**src/rtl/pipelined_carry_select_adder.sv**
```systemverilog
// Pipelined carry-select adder/subtractor with valid/ready handshake.
// Each pipeline stage resolves BLOCKS_PER_STAGE carry-select blocks and passes the carry forward.
module pipelined_carry_select_adder #(
    parameter int DATA_WIDTH  = 32,
    parameter int BLOCK_WIDTH = 4,
    parameter int PIPE_STAGES = 2
) (
    input  logic                  clk_i,
    input  logic                  rst_n_i,
    input  logic [DATA_WIDTH-1:0] operand_A_i,
    input  logic [DATA_WIDTH-1:0] operand_B_i,
    input  logic                  carry_i,
    input  logic                  sub_i,
    input  logic                  valid_i,
    output logic                  ready_o,
    output logic [DATA_WIDTH-1:0] result_o,
    output logic                  carry_o,
    output logic                  overflow_o,
    output logic                  valid_o,
    input  logic                  ready_i
);

    localparam int CSA_BLOCKS = DATA_WIDTH / BLOCK_WIDTH;
    localparam int BPS        = CSA_BLOCKS / PIPE_STAGES;
    localparam int SW         = BPS * BLOCK_WIDTH;

    logic advance;

    // The whole pipeline moves as one unit; bubbles are not squeezed out.
    assign advance = ~valid_o | ready_i;
    assign ready_o = advance;

    for (genvar s = 0; s < PIPE_STAGES; s++) begin : g_stage
        localparam int LO = s * SW;
        localparam int HW = DATA_WIDTH - LO;

        logic [HW-1:0]      a_in;
        logic [HW-1:0]      b_in;
        logic               c_in;
        logic               sub_in;
        logic               v_in;
        logic [SW-1:0]      sum;
        logic               c_out;
        logic [LO+SW-1:0]   res_d;

        if (s == 0) begin : g_src
            assign a_in   = operand_A_i;
            assign b_in   = sub_i ? ~operand_B_i : operand_B_i;
            assign c_in   = carry_i ^ sub_i;
            assign sub_in = sub_i;
            assign v_in   = valid_i;
            assign res_d  = sum;
        end else begin : g_src
            assign a_in   = g_stage[s-1].g_mid.a_q;
            assign b_in   = g_stage[s-1].g_mid.b_q;
            assign c_in   = g_stage[s-1].g_mid.c_q;
            assign sub_in = g_stage[s-1].g_mid.sub_q;
            assign v_in   = g_stage[s-1].g_mid.v_q;
            assign res_d  = {sum, g_stage[s-1].g_mid.res_q};
        end

        always_comb begin
            logic [BLOCK_WIDTH:0] r0;
            logic [BLOCK_WIDTH:0] r1;
            logic [BLOCK_WIDTH:0] pick;
            logic                 carry;
            // NOTE: every variable gets a default before any branch so no latch is inferred.
            r0    = '0;
            r1    = '0;
            pick  = '0;
            carry = c_in;
            sum   = '0;
            for (int k = 0; k < BPS; k++) begin
                r0 = {1'b0, a_in[k*BLOCK_WIDTH +: BLOCK_WIDTH]}
                   + {1'b0, b_in[k*BLOCK_WIDTH +: BLOCK_WIDTH]};
                r1 = r0 + (BLOCK_WIDTH+1)'(1);
                // Block 0 has a known carry-in, so it ripples instead of selecting.
                if (s == 0 && k == 0) pick = r0 + {{BLOCK_WIDTH{1'b0}}, carry};
                else                  pick = carry ? r1 : r0;
                sum[k*BLOCK_WIDTH +: BLOCK_WIDTH] = pick[BLOCK_WIDTH-1:0];
                carry = pick[BLOCK_WIDTH];
            end
            c_out = carry;
        end

        if (s < PIPE_STAGES - 1) begin : g_mid
            logic [HW-SW-1:0] a_q;
            logic [HW-SW-1:0] b_q;
            logic [LO+SW-1:0] res_q;
            logic             c_q;
            logic             sub_q;
            logic             v_q;

            // NOTE: data registers are reset too, so outputs are defined zeros after reset.
            always_ff @(posedge clk_i or negedge rst_n_i) begin
                if (!rst_n_i) begin
                    a_q   <= '0;
                    b_q   <= '0;
                    res_q <= '0;
                    c_q   <= 1'b0;
                    sub_q <= 1'b0;
                    v_q   <= 1'b0;
                end else if (advance) begin
                    // NOTE: non-blocking assignments so every stage samples the pre-edge value of its predecessor.
                    a_q   <= a_in[HW-1:SW];
                    b_q   <= b_in[HW-1:SW];
                    res_q <= res_d;
                    c_q   <= c_out;
                    sub_q <= sub_in;
                    v_q   <= v_in;
                end
            end
        end else begin : g_last
            logic [DATA_WIDTH-1:0] res_q;
            logic                  co_q;
            logic                  ovf_q;
            logic                  v_q;

            // Sign bits of A and B_eff travel as the MSBs of the remaining operand slices.
            always_ff @(posedge clk_i or negedge rst_n_i) begin
                if (!rst_n_i) begin
                    res_q <= '0;
                    co_q  <= 1'b0;
                    ovf_q <= 1'b0;
                    v_q   <= 1'b0;
                end else if (advance) begin
                    res_q <= res_d;
                    co_q  <= sub_in ? ~c_out : c_out;
                    ovf_q <= (a_in[HW-1] == b_in[HW-1]) && (sum[SW-1] != a_in[HW-1]);
                    v_q   <= v_in;
                end
            end
        end
    end

    assign result_o   = g_stage[PIPE_STAGES-1].g_last.res_q;
    assign carry_o    = g_stage[PIPE_STAGES-1].g_last.co_q;
    assign overflow_o = g_stage[PIPE_STAGES-1].g_last.ovf_q;
    assign valid_o    = g_stage[PIPE_STAGES-1].g_last.v_q;

endmodule
```
**config.mk**
```make
export PLATFORM = sky130hd
export DESIGN_NAME = pipelined_carry_select_adder
export DESIGN_NICKNAME = d
export VERILOG_FILES = /design/src/rtl/pipelined_carry_select_adder.sv
export SDC_FILE = /design/constraint.sdc
export NUM_CORES = 1
export LEC_CHECK = 0
export ABC_AREA = 1
export BUFFER_PORTS_ARGS = -buffer_cell sky130_fd_sc_hd__buf_2
export CELL_PAD_IN_SITES_DETAIL_PLACEMENT = 1
export CELL_PAD_IN_SITES_GLOBAL_PLACEMENT = 2
export CORE_UTILIZATION = 33
export DETAILED_ROUTE_END_ITERATION = 10
export HOLD_SLACK_MARGIN = 0.05
export PLACE_DENSITY_LB_ADDON = 0.1
export SLEW_MARGIN = 5
export SYNTH_ARGS = -nofsm -noshare
export SYNTH_HDL_FRONTEND = slang
export SYNTH_SLANG_ARGS = --single-unit
export TNS_END_PERCENT = 50
```
**constraint.sdc**
```tcl
create_clock -name clk_i -period 3.45 [get_ports clk_i]
set_clock_uncertainty 0.15 [all_clocks]
set_input_delay 0.69 -clock clk_i [delete_from_list [all_inputs] [get_ports clk_i]]
set_output_delay 0.69 -clock clk_i [all_outputs]
set_load 0.01 [all_outputs]
```
==> results of run 1 <==
[cell usage after synthesis (all sizes together)]
| master | count |
|---|---|
| clkbuf | 16 |
| inv | 60 |
| nand3b | 3 |
| nand3 | 35 |
| buf | 6 |
| a21o | 1 |
| a31o | 1 |
| nor2 | 18 |
| o21bai | 1 |
| nor3 | 2 |
| a31oi | 3 |
| xnor2 | 38 |
| xor2 | 22 |
| a211oi | 1 |
| ha | 38 |
| nor3b | 1 |
| and2 | 1 |
| nand4 | 3 |
| fa | 9 |
| a21oi | 18 |
| nand2 | 226 |
| dfrtp | 86 |
| o21ai | 51 |
| o31ai | 1 |
[layer usage]
layer / up-vias / part of all wire, %
li1: 2225 / -
met1: 2116 / 46
met2: 77 / 50
met3: 7 / 2.8
met4: 0 / 1.2
met5: - / 0
[final timing paths]
kind	startpoint	slack (ns)	depth (start not counted)	to
worst max-delay path	sub_i	0.51	14	g_stage[0].g_mid.res_q[14]
worst min-delay path	g_stage[0].g_mid.v_q	0.32	2	valid_o
worst max register to register	g_stage[0].g_mid.a_q[0]	0.64	16	overflow_o
worst min register to register	g_stage[0].g_mid.v_q	0.32	2	valid_o
max in group asynchronous	rst_n_i	1.97	1	g_stage[0].g_mid.b_q[4]
min in group asynchronous	rst_n_i	0.37	1	g_stage[0].g_mid.b_q[6]
[worst reg2reg max path, stage by stage (launching register included)]
cell     delay, ns
dfrtp_1       0.38
ha_1          0.23
fa_1          0.54
ha_1          0.21
nand2_4       0.08
nor2_8        0.14
nand3_2       0.11
nand2_4       0.10
nand3_2       0.13
nand2_4       0.14
nand2_4       0.07
nand2_4       0.10
nand2_2       0.09
nand2_1       0.07
nand2_1       0.05
nand3_1       0.06
nand2_1       0.05
[placed cells by master, fill, tap and decap left out, drive strengths merged]
cell / netlist / routed
nor3: 2 / 2
and2: 1 / 1
clkinv: 0 / 2
nand2: 226 / 226
a211oi: 1 / 1
o21bai: 1 / 1
nor3b: 1 / 1
fa: 9 / 9
nand3b: 3 / 3
o21ai: 51 / 51
xnor2: 38 / 38
ha: 38 / 38
a21oi: 18 / 18
o31ai: 1 / 1
a21o: 1 / 1
xor2: 22 / 22
clkinvlp: 0 / 1
a31oi: 3 / 3
buf: 6 / 111
clkbuf: 16 / 11
bufinv: 0 / 1
nor2: 18 / 18
inv: 60 / 60
nand3: 35 / 35
dfrtp: 86 / 86
nand4: 3 / 3
a31o: 1 / 1
[final cells by class]
class	count	area (um^2)
Clock buffer	11	243
Clock inverter	4	47.5
Fill cell	1958	9460
Inverter	60	228
Multi-Input combinational cell	473	2910
Sequential cell	86	2150
Tap cell	216	270
Timing Repair Buffer	111	573
[state kept, by name (all words and copies together) (netlist names)]
signal / flops
g_stage.g_mid.sub_q: 1
g_stage.g_mid.c_q: 1
g_stage.g_mid.a_q: 16
g_stage.g_mid.res_q: 16
g_stage.g_mid.v_q: 1
overflow_o: 1
g_stage.g_mid.b_q: 16
result_o: 32
valid_o: 1
carry_o: 1
[stage by stage]
step           cells  hold slack [ns]
6_report         961            0.316
3_3_place_gp     946            0.284
2_1_floorplan    641            0.244
4_1_cts          961            0.317
3_5_place_dp     946            0.300
5_1_grt          961            0.342
[logic make-up (layout without fill, tap and decap cells)]
family,count (synthesis),count (layout),share of synthesized area (%)
simple gates,289,289,24.2
compound gates,77,77,7.92
xor+xnor,60,60,9.78
buf+inv,82,186,5.89
fa+ha+maj,47,47,12.2
flops,86,86,40.1
[where the power goes]
part	internal [mW]	switching (mW)	leakage (nW)
clock	0.575	0.406	0.141
sequential	1.32	0.191	1.03
combinational	0.680	1.05	2.14
total	2.57	1.65	3.31
==> flow_summary.json, run 1 <==
{
  "clk_pin_slew_ns": 0.06,
  "drv_cap": 0,
  "fp-row-count": 46,
  "worstMarginPinSlew_ns": 1.16,
  "cpMaxStageDelayCell": "fa_1",
  "slew_headroom_pct": 22.6,
  "syn_avg_cell_area_um2": 8.38,
  "antenna_left": 0,
  "cp-start-kind": "input port",
  "antenna_found_initial": 0,
  "dieArea_um2": 16800,
  "use_met3_pct": 3.30,
  "ys_ff_latch": 86,
  "io_pins": 106,
  "status": "completed",
  "cts.sinks": 86,
  "drv_slew": 0,
  "fp.dieW_um": 130,
  "grt_pass1_vias": 4695,
  "firstDrtPassIters": 4,
  "grt_overflow": 0,
  "utilization_pct": 40.4,
  "grt_max_degree": 87,
  "place_hpwl_um": 9820,
  "hold_viol_final": 0,
  "setup.worst_path.end_class": "register",
  "cts_buffers": 9,
  "initial_core_util_pct": 33.8,
  "via_per_inst": 4.60,
  "cp.required_ns": 3.58,
  "cpMostUsedCell": "nand2_1",
  "setup_viol": 0,
  "power.density_nw_per_um2": 657,
  "dp_slack_ns": 0.104,
  "dpl_cell_area_um2": 6130,
  "syn_nets": 758,
  "drc_errors": 0,
  "track_usage_pct": 17.1,
  "gp_congestion": 0.815,
  "crit_arrival_ns": 3.07,
  "core-area_um2": 15900,
  "antenna_cells": 0,
  "min_period_ns": 2.94,
  "syn_area_um2": 5370,
  "cts.path.max_buffers": 2,
  "crit_type": "in -> reg",
  "grt_use_met2_pct": 30.7,
  "crit_fanout": 7,
  "netlist.area_leader.share_pct": 40.1,
  "finalWorstSetupSlack_ns": 0.508,
  "synthToLayoutAreaGrowth_pct": 19.6,
  "critPathMaxStageDelay_ns": 0.49,
  "h-tree-depth": 3,
  "rsz0062_at_grt": "false",
  "drive_above_1_share_pct": 21.3,
  "hold_buffers": 0,
  "cts_tree": "done",
  "synthDistinctLibCells": 36,
  "fin_crit_sh_pct": 85.3,
  "crit_buf_inv": 3,
  "clk_latency_ns": 0.34,
  "ys_seq_area_share_pct": 40.1,
  "drt_iter0_markers": 147,
  "yosys.area.top_type": "dfrtp_1",
  "wire_per_inst_um": 13.8,
  "fin_nets": 858,
  "clock-root-buffer": "clkbuf_16",
  "die_y_um": 130,
  "numPortBuffers": 105,
  "critPathTopFamily": "simple AND/OR/NAND/NOR gates",
  "grt_pass1_wl_um": 22400,
  "wl_um": 13300,
  "setup_tns_ns": 0,
  "hold_path.class": "reg -> reg",
  "crit_path_cell_trace": "buf_2 -> buf_4 -> xnor2_1 -> fa_1 -> inv_1 -> ha_1 -> nand3_2 -> o21bai_2 -> nand3b_1 -> nand2_2 -> nand2_1 -> nand2_1 -> nand2_1 -> nand2_1",
  "power_leakage_nw": 3.31,
  "fmax_ghz": 0.340,
  "stdcell_area_um2": 6420,
  "finalPower_mw": 4.22,
  "yosys_warnings": 0,
  "grtUsageMet1_pct": 21.0,
  "cts_setup_buffers": 0,
  "cts_resized": 0,
  "synthCells": 641,
  "grt_busiest_layer": "met2",
  "vdd_drop_max_uv": 231,
  "synthTopCellsByArea": "dfrtp_1, nand2_1, ha_1",
  "num_vias": 4425
}
Note: power is estimated with default switching activity, not from simulation.
==> inputs of run 2 (changes only) <==
- ABC_AREA: 1 -> not set
- CORE_UTILIZATION: 33 -> 30
==> run 2 against run 1 <==
Flip-flop and latch count did not move; power rose by 1.9%; final cell count fell by 3.2%; area after synthesis fell by 1.4%; synthesized cell count fell by 8.7%; clock power rose by 7%; combinational power barely moved; critical path type is now reg -> reg; critical endpoint is now result_o[29]; highest routed layer unchanged.
==> flow_summary.json, run 2 <==
{
  "worstSetupPathDepth": 11,
  "numPortBuffers": 105,
  "place_hpwl_um": 9620,
  "cpMostUsedCell": "a21oi_1",
  "fp-row-count": 48,
  "cpMaxStageDelayCell": "fa_1",
  "setup_viol": 0,
  "multi_input_area_um2": 3120,
  "wire_per_inst_um": 13.9,
  "grt_max_degree": 107,
  "crit_arrival_ns": 3.37,
  "track_usage_pct": 15.5,
  "io_pins": 106,
  "largest_reg_flops": 32,
  "initial_core_util_pct": 30.6,
  "critPathTopFamily": "simple AND/OR/NAND/NOR gates",
  "synthTopCellsByArea": "dfrtp_1, nand2_1, ha_1",
  "ys_ff_latch": 86,
  "cts_tree": "done",
  "grt_pass1_vias": 4632,
  "setup_tns_ns": 0,
  "hold_buffers": 0,
  "final_common_cell": "nand2_1",
  "num_vias": 4330,
  "crit_type": "reg -> reg",
  "fmax_ghz": 0.302,
  "power.density_nw_per_um2": 640,
  "dieArea_um2": 18200,
  "clk_latency_ns": 0.34,
  "grt_overflow": 0,
  "worstMarginPinSlew_ns": 0.582,
  "r2r_start": "g_stage[0].g_mid.a_q[0]",
  "post-synth-top-count-cell": "nand2_1",
  "power_leakage_nw": 3.25,
  "core-area_um2": 17300,
  "hold_viol_final": 0,
  "syn_avg_cell_area_um2": 9.05,
  "crit_path_cell_trace": "ha_1 -> fa_1 -> ha_2 -> nand2_2 -> nor4b_4 -> nor3_2 -> or4_1 -> o2111a_2 -> and2_2 -> a21oi_1 -> a21oi_1",
  "synthArstFlopShare_pct": 100,
  "drv_slew": 0,
  "fp.dieW_um": 135,
  "setup.worst_path.end_class": "register",
  "crit_buf_inv": 0,
  "drc_errors": 0,
  "synthToLayoutAreaGrowth_pct": 26.8,
  "status": "completed",
  "reg2reg_setup_slack_ns": 0.14,
  "yosys_warnings": 0,
  "cts.path.max_buffers": 2,
  "slew_headroom_pct": 60.9,
  "synth-edff-count": 0,
  "clk_pin_slew_ns": 0.07,
  "ys_seq_area_share_pct": 40.6,
  "vdd_drop_max_uv": 213,
  "via_per_inst": 4.66,
  "grt_pass1_wl_um": 22100,
  "reg2reg_depth": 11,
  "drt_iter0_markers": 187,
  "h-tree-depth": 3,
  "die_y_um": 135,
  "cp.required_ns": 3.51,
  "layout_common_cells": "nand2_1, buf_2, dfrtp_1",
  "seq_area_um2": 2150,
  "drive_above_1_share_pct": 25.1,
  "synthCells": 585,
  "hold_path.class": "in -> async",
  "rr_endpoint": "result_o[29]",
  "gp_congestion": 0.752,
  "fin_nets": 817,
  "cp-start-kind": "register",
  "antenna_found_initial": 0,
  "crit_fanout": 5,
  "worstSetupEndpoint": "result_o[29]",
  "firstDrtPassIters": 4,
  "cts.sinks": 86,
  "synth_top_flop_cell": "dfrtp_1",
  "cts_buffers": 9,
  "yosys.area.top_type": "dfrtp_1",
  "utilization_pct": 38.8,
  "min_period_ns": 3.31,
  "rsz0062_at_grt": "false",
  "cp-startpoint": "g_stage[0].g_mid.a_q[0]",
  "antenna_cells": 0,
  "fillers": 2021,
  "clock-root-buffer": "clkbuf_16",
  "syn_nets": 702,
  "antenna_left": 0,
  "synthDistinctLibCells": 54,
  "yosys-top-cells-count": "nand2_1, dfrtp_1, xnor2_1",
  "fin_crit_sh_pct": 95.9,
  "drv_cap": 0,
  "netlist.area_leader.share_pct": 40.6,
  "critPathMaxStageDelay_ns": 0.54,
  "wl_um": 12900,
  "syn_area_um2": 5300
}
-- run 2: layer usage --
| metal | part of all wire (%) | GRT usage (%) | vias up | routed length [um] |
|---|---|---|---|---|
| met3 | 4.3 | 3.08 | 9 | 556 |
| met5 | 0 | 0 | - | 0 |
| li1 | - | - | 2172 | - |
| met1 | 45 | 19.1 | 2072 | 5820 |
| met2 | 49 | 26.3 | 77 | 6390 |
| met4 | 1.3 | 6.30 | 0 | 167 |
-- run 2: cells by family (layout without fill, tap and decap cells) --
group	Yosys count	after routing	synth area share, %
AO/OA/AOI/OAI	103	103	12.0
multiplexers	6	6	1.13
flip-flops	86	86	40.6
buffers and inverters	52	172	3.73
AND/OR/NAND/NOR	218	218	18.0
adder cells (fa/ha/maj)	47	47	12.4
XOR/XNOR	73	73	12.1
-- run 2: power by group --
group | leakage, nW | switching (mW) | internal (mW)
logic | 2.07 | 0.966 | 0.793
registers | 1.02 | 0.179 | 1.31
clock network | 0.160 | 0.414 | 0.637
total | 3.25 | 1.56 | 2.74
-- run 2: area by class of cell --
cell class | count | area share [%]
Timing Repair Buffer | 130 | 11.1
Tap cell | 225 | 4.19
Sequential cell | 86 | 32.0
Multi-Input combinational cell | 447 | 46.4
Clock buffer | 9 | 3.35
Inverter | 26 | 1.45
Clock inverter | 7 | 1.43
-- run 2: how the worst min path moves through the flow --
| stage | start | to | slack [ns] |
|---|---|---|---|
| floorplan | rst_n_i | carry_o | 0.24 |
| global placement | result_o[15] | result_o[15] | 0.30 |
| detailed placement | result_o[2] | result_o[2] | 0.30 |
| CTS | rst_n_i | result_o[24] | 0.24 |
| global route | rst_n_i | g_stage[0].g_mid.b_q[8] | 0.26 |
| finish | rst_n_i | g_stage[0].g_mid.b_q[8] | 0.22 |
-- run 2: metrics by stage --
stage	hold WS (ns)	power, mW	cell area, um^2	instances	worst slack, ns
CTS	0.238	4.32	6610	928	0.00672
global route	0.255	4.67	6720	930	0.000206
detailed placement	0.304	3.24	6290	912	-0.396
floorplan	0.244	2.62	5440	585	-0.0807
finish	0.216	4.30	6720	930	0.143
global placement	0.296	3.17	6290	912	-0.184
-- run 2: repair_timing --
| item | in CTS | in global routing |
|---|---|---|
| pin swaps | 0 | 7 |
| setup buffers | 0 | 2 |
| hold endpoints to repair | 0 | 0 |
| setup endpoints to repair | 1 | 9 |
| gates resized for setup | 1 | 16 |
==> inputs of run 3 (changes only) <==
--- a/config.mk
+++ b/config.mk
@@ -8,5 +8,5 @@
 export BUFFER_PORTS_ARGS = -buffer_cell sky130_fd_sc_hd__buf_2
 export CELL_PAD_IN_SITES_DETAIL_PLACEMENT = 1
-export CELL_PAD_IN_SITES_GLOBAL_PLACEMENT = 2
+export CELL_PAD_IN_SITES_GLOBAL_PLACEMENT = 1
 export CORE_UTILIZATION = 30
 export DETAILED_ROUTE_END_ITERATION = 10
==> constraint.sdc (replaced) <==
create_clock -name clk_i -period 3.45 [get_ports clk_i]
set_clock_uncertainty 0.15 [all_clocks]
set_input_delay 0.345 -clock clk_i [delete_from_list [all_inputs] [get_ports clk_i]]
set_output_delay 0.345 -clock clk_i [all_outputs]
set_load 0.01 [all_outputs]
==> run 3 against run 2 <==
Sequential share of layout area is 0.22 points higher; routed wire length up 2.2%; critical path depth down 1; die area is the same; maximum frequency down 1.2%.
==> flow_summary.json, run 3 (same netlist as run 2, synthesis figures left out) <==
{
  "status": "completed",
  "setup.worst_path.end_class": "register",
  "slew_headroom_pct": 41.0,
  "antenna_left": 0,
  "fillers": 2029,
  "p_switching_mw": 1.54,
  "cts_buffers": 9,
  "power.density_nw_per_um2": 639,
  "dpl_cell_area_um2": 6150,
  "num_vias": 4338,
  "drv_slew": 0,
  "synthToLayoutAreaGrowth_pct": 25.9,
  "grt_overflow": 0,
  "initial_core_util_pct": 30.6,
  "worstMarginPinSlew_ns": 0.885,
  "crit_type": "reg -> reg",
  "place_hpwl_um": 10100,
  "fin_crit_sh_pct": 97.0,
  "gp_congestion": 0.808,
  "wl_met3_um": 521,
  "crit_path_cell_trace": "ha_1 -> fa_1 -> ha_1 -> or2b_1 -> o32a_1 -> or4_1 -> o2111a_2 -> and2_2 -> a21oi_1 -> a21oi_1",
  "fmax_ghz": 0.299,
  "fp-row-count": 48,
  "wl_met1_um": 5960,
  "cp-start-kind": "register",
  "multi_input_area_um2": 3030,
  "h-tree-depth": 3,
  "crit_fanout": 5,
  "seqPwrFrac_pct": 35.3,
  "die_y_um": 135,
  "clock-root-buffer": "clkbuf_16",
  "core-area_um2": 17300,
  "final_common_cell": "nand2_1",
  "dr_wl_met2_um": 6540,
  "fin_nets": 822,
  "drc_errors": 0,
  "layout_common_cells": "nand2_1, buf_2, dfrtp_1",
  "cts.sinks": 86,
  "cts_tree": "done",
  "via_per_inst": 4.64,
  "cts.path.max_buffers": 2,
  "io_pins": 106,
  "antenna_cells": 0,
  "top_layer": "met4",
  "hold_path.class": "in -> reg",
  "hold_ws_ns": 0.0612,
  "setup_viol": 0,
  "wire_per_inst_um": 14.1,
  "wl_um": 13200,
  "fp.dieW_um": 135,
  "track_usage_pct": 15.7,
  "drt_iter0_markers": 142,
  "combPwrFrac_pct": 39.7,
  "clkPwrFrac_pct": 25.0,
  "stdcell_area_um2": 6670,
  "grt_pass1_vias": 4690,
  "grt_max_degree": 67,
  "drive_above_1_share_pct": 22.3,
  "critPathMaxStageDelay_ns": 0.56,
  "dieArea_um2": 18200,
  "swShare_pct": 36.1,
  "power_leakage_nw": 3.23,
  "crit_arrival_ns": 3.41,
  "antenna_found_initial": 0,
  "clk_pin_slew_ns": 0.06,
  "largest_reg_flops": 32,
  "grt_pass1_wl_um": 22200,
  "numPortBuffers": 105,
  "clk_latency_ns": 0.35,
  "hold_viol_final": 0,
  "vdd_drop_max_uv": 234,
  "seq_area_um2": 2150,
  "cp.required_ns": 3.52,
  "drv_cap": 0,
  "min_period_ns": 3.35,
  "firstDrtPassIters": 4,
  "cpMaxStageDelayCell": "fa_1",
  "p_int_mw": 2.72
}
-- run 3: changes by cell type in the layout (fill, tap and decap cells not counted), sizes merged --
cell / previous run / this run
dlygate4sd3: 0 / 13
clkbuf: 9 / 11
clkinv: 4 / 3
inv: 27 / 26
buf: 130 / 122
-- run 3: layout make-up --
| type | count | share of cell area, % |
|---|---|---|
| timing repair buffer | 135 | 11.8 |
| multi-input combinational | 447 | 45.4 |
| clock buffer | 11 | 3.64 |
| inverter | 26 | 1.46 |
| sequential | 86 | 32.3 |
| tap | 225 | 4.22 |
| clock inverter | 5 | 1.24 |
-- run 3: critical path, delay by kind of cell, from the launching register on --
| family | cells | cell delay [ns] |
|---|---|---|
| adders and majority gates | 3 | 1.02 |
| and+or+nand+nor | 3 | 0.95 |
| AOI/OAI and AO/OA | 4 | 0.72 |
| DFF | 1 | 0.38 |
-- run 3: repair_timing --
item,in CTS,in global routing
hold buffers,13,0
endpoints found under the setup margin,0,6
hold endpoints to repair,76,0
buffers inserted,0,2
gates resized for setup,0,10
-- run 3: power groups by stage --
stage	Combinational, mW	Sequential, mW	Clock (mW)
finish	1.69	1.51	1.06
global route	1.92	1.55	1.14
CTS	1.68	1.52	1.11
detailed placement	1.66	1.53	0
global placement	1.60	1.52	0
floorplan	1.04	1.56	0
-- run 3: worst paths after layout --
kind	from	to	slack (ns)	cells after the start
max	g_stage[0].g_mid.a_q[4]	result_o[29]	0.10	10
max in group asynchronous	rst_n_i	g_stage[0].g_mid.res_q[10]	1.91	3
min in group asynchronous	rst_n_i	g_stage[0].g_mid.b_q[8]	0.51	2
min reg2reg	g_stage[0].g_mid.v_q	g_stage[0].g_mid.v_q	0.31	2
min	operand_A_i[31]	g_stage[0].g_mid.a_q[15]	0.06	3
max reg2reg	g_stage[0].g_mid.a_q[4]	result_o[29]	0.10	10
-- run 3: through the flow --
step | cells | TNS, ns | total power [mW] | utilization [%] | setup slack [ns]
2_1_floorplan | 585 | 0 | 2.60 | - | 0.0319
4_1_cts | 933 | 0 | 4.31 | 38.2 | 0.0217
6_report | 935 | 0 | 4.26 | 38.6 | 0.104
3_5_place_dp | 904 | 0 | 3.20 | 35.5 | 0.00903
5_1_grt | 935 | -0.00850 | 4.61 | 38.6 | -0.00850
3_3_place_gp | 904 | 0 | 3.12 | 35.5 | 0.105
-- run 3: layer usage --
metal | global-route usage, % | up-vias
met4 | 5.74 | 0
met3 | 3.45 | 13
met1 | 18.9 | 2060
met5 | 0 | -
li1 | - | 2189
met2 | 27.1 | 76
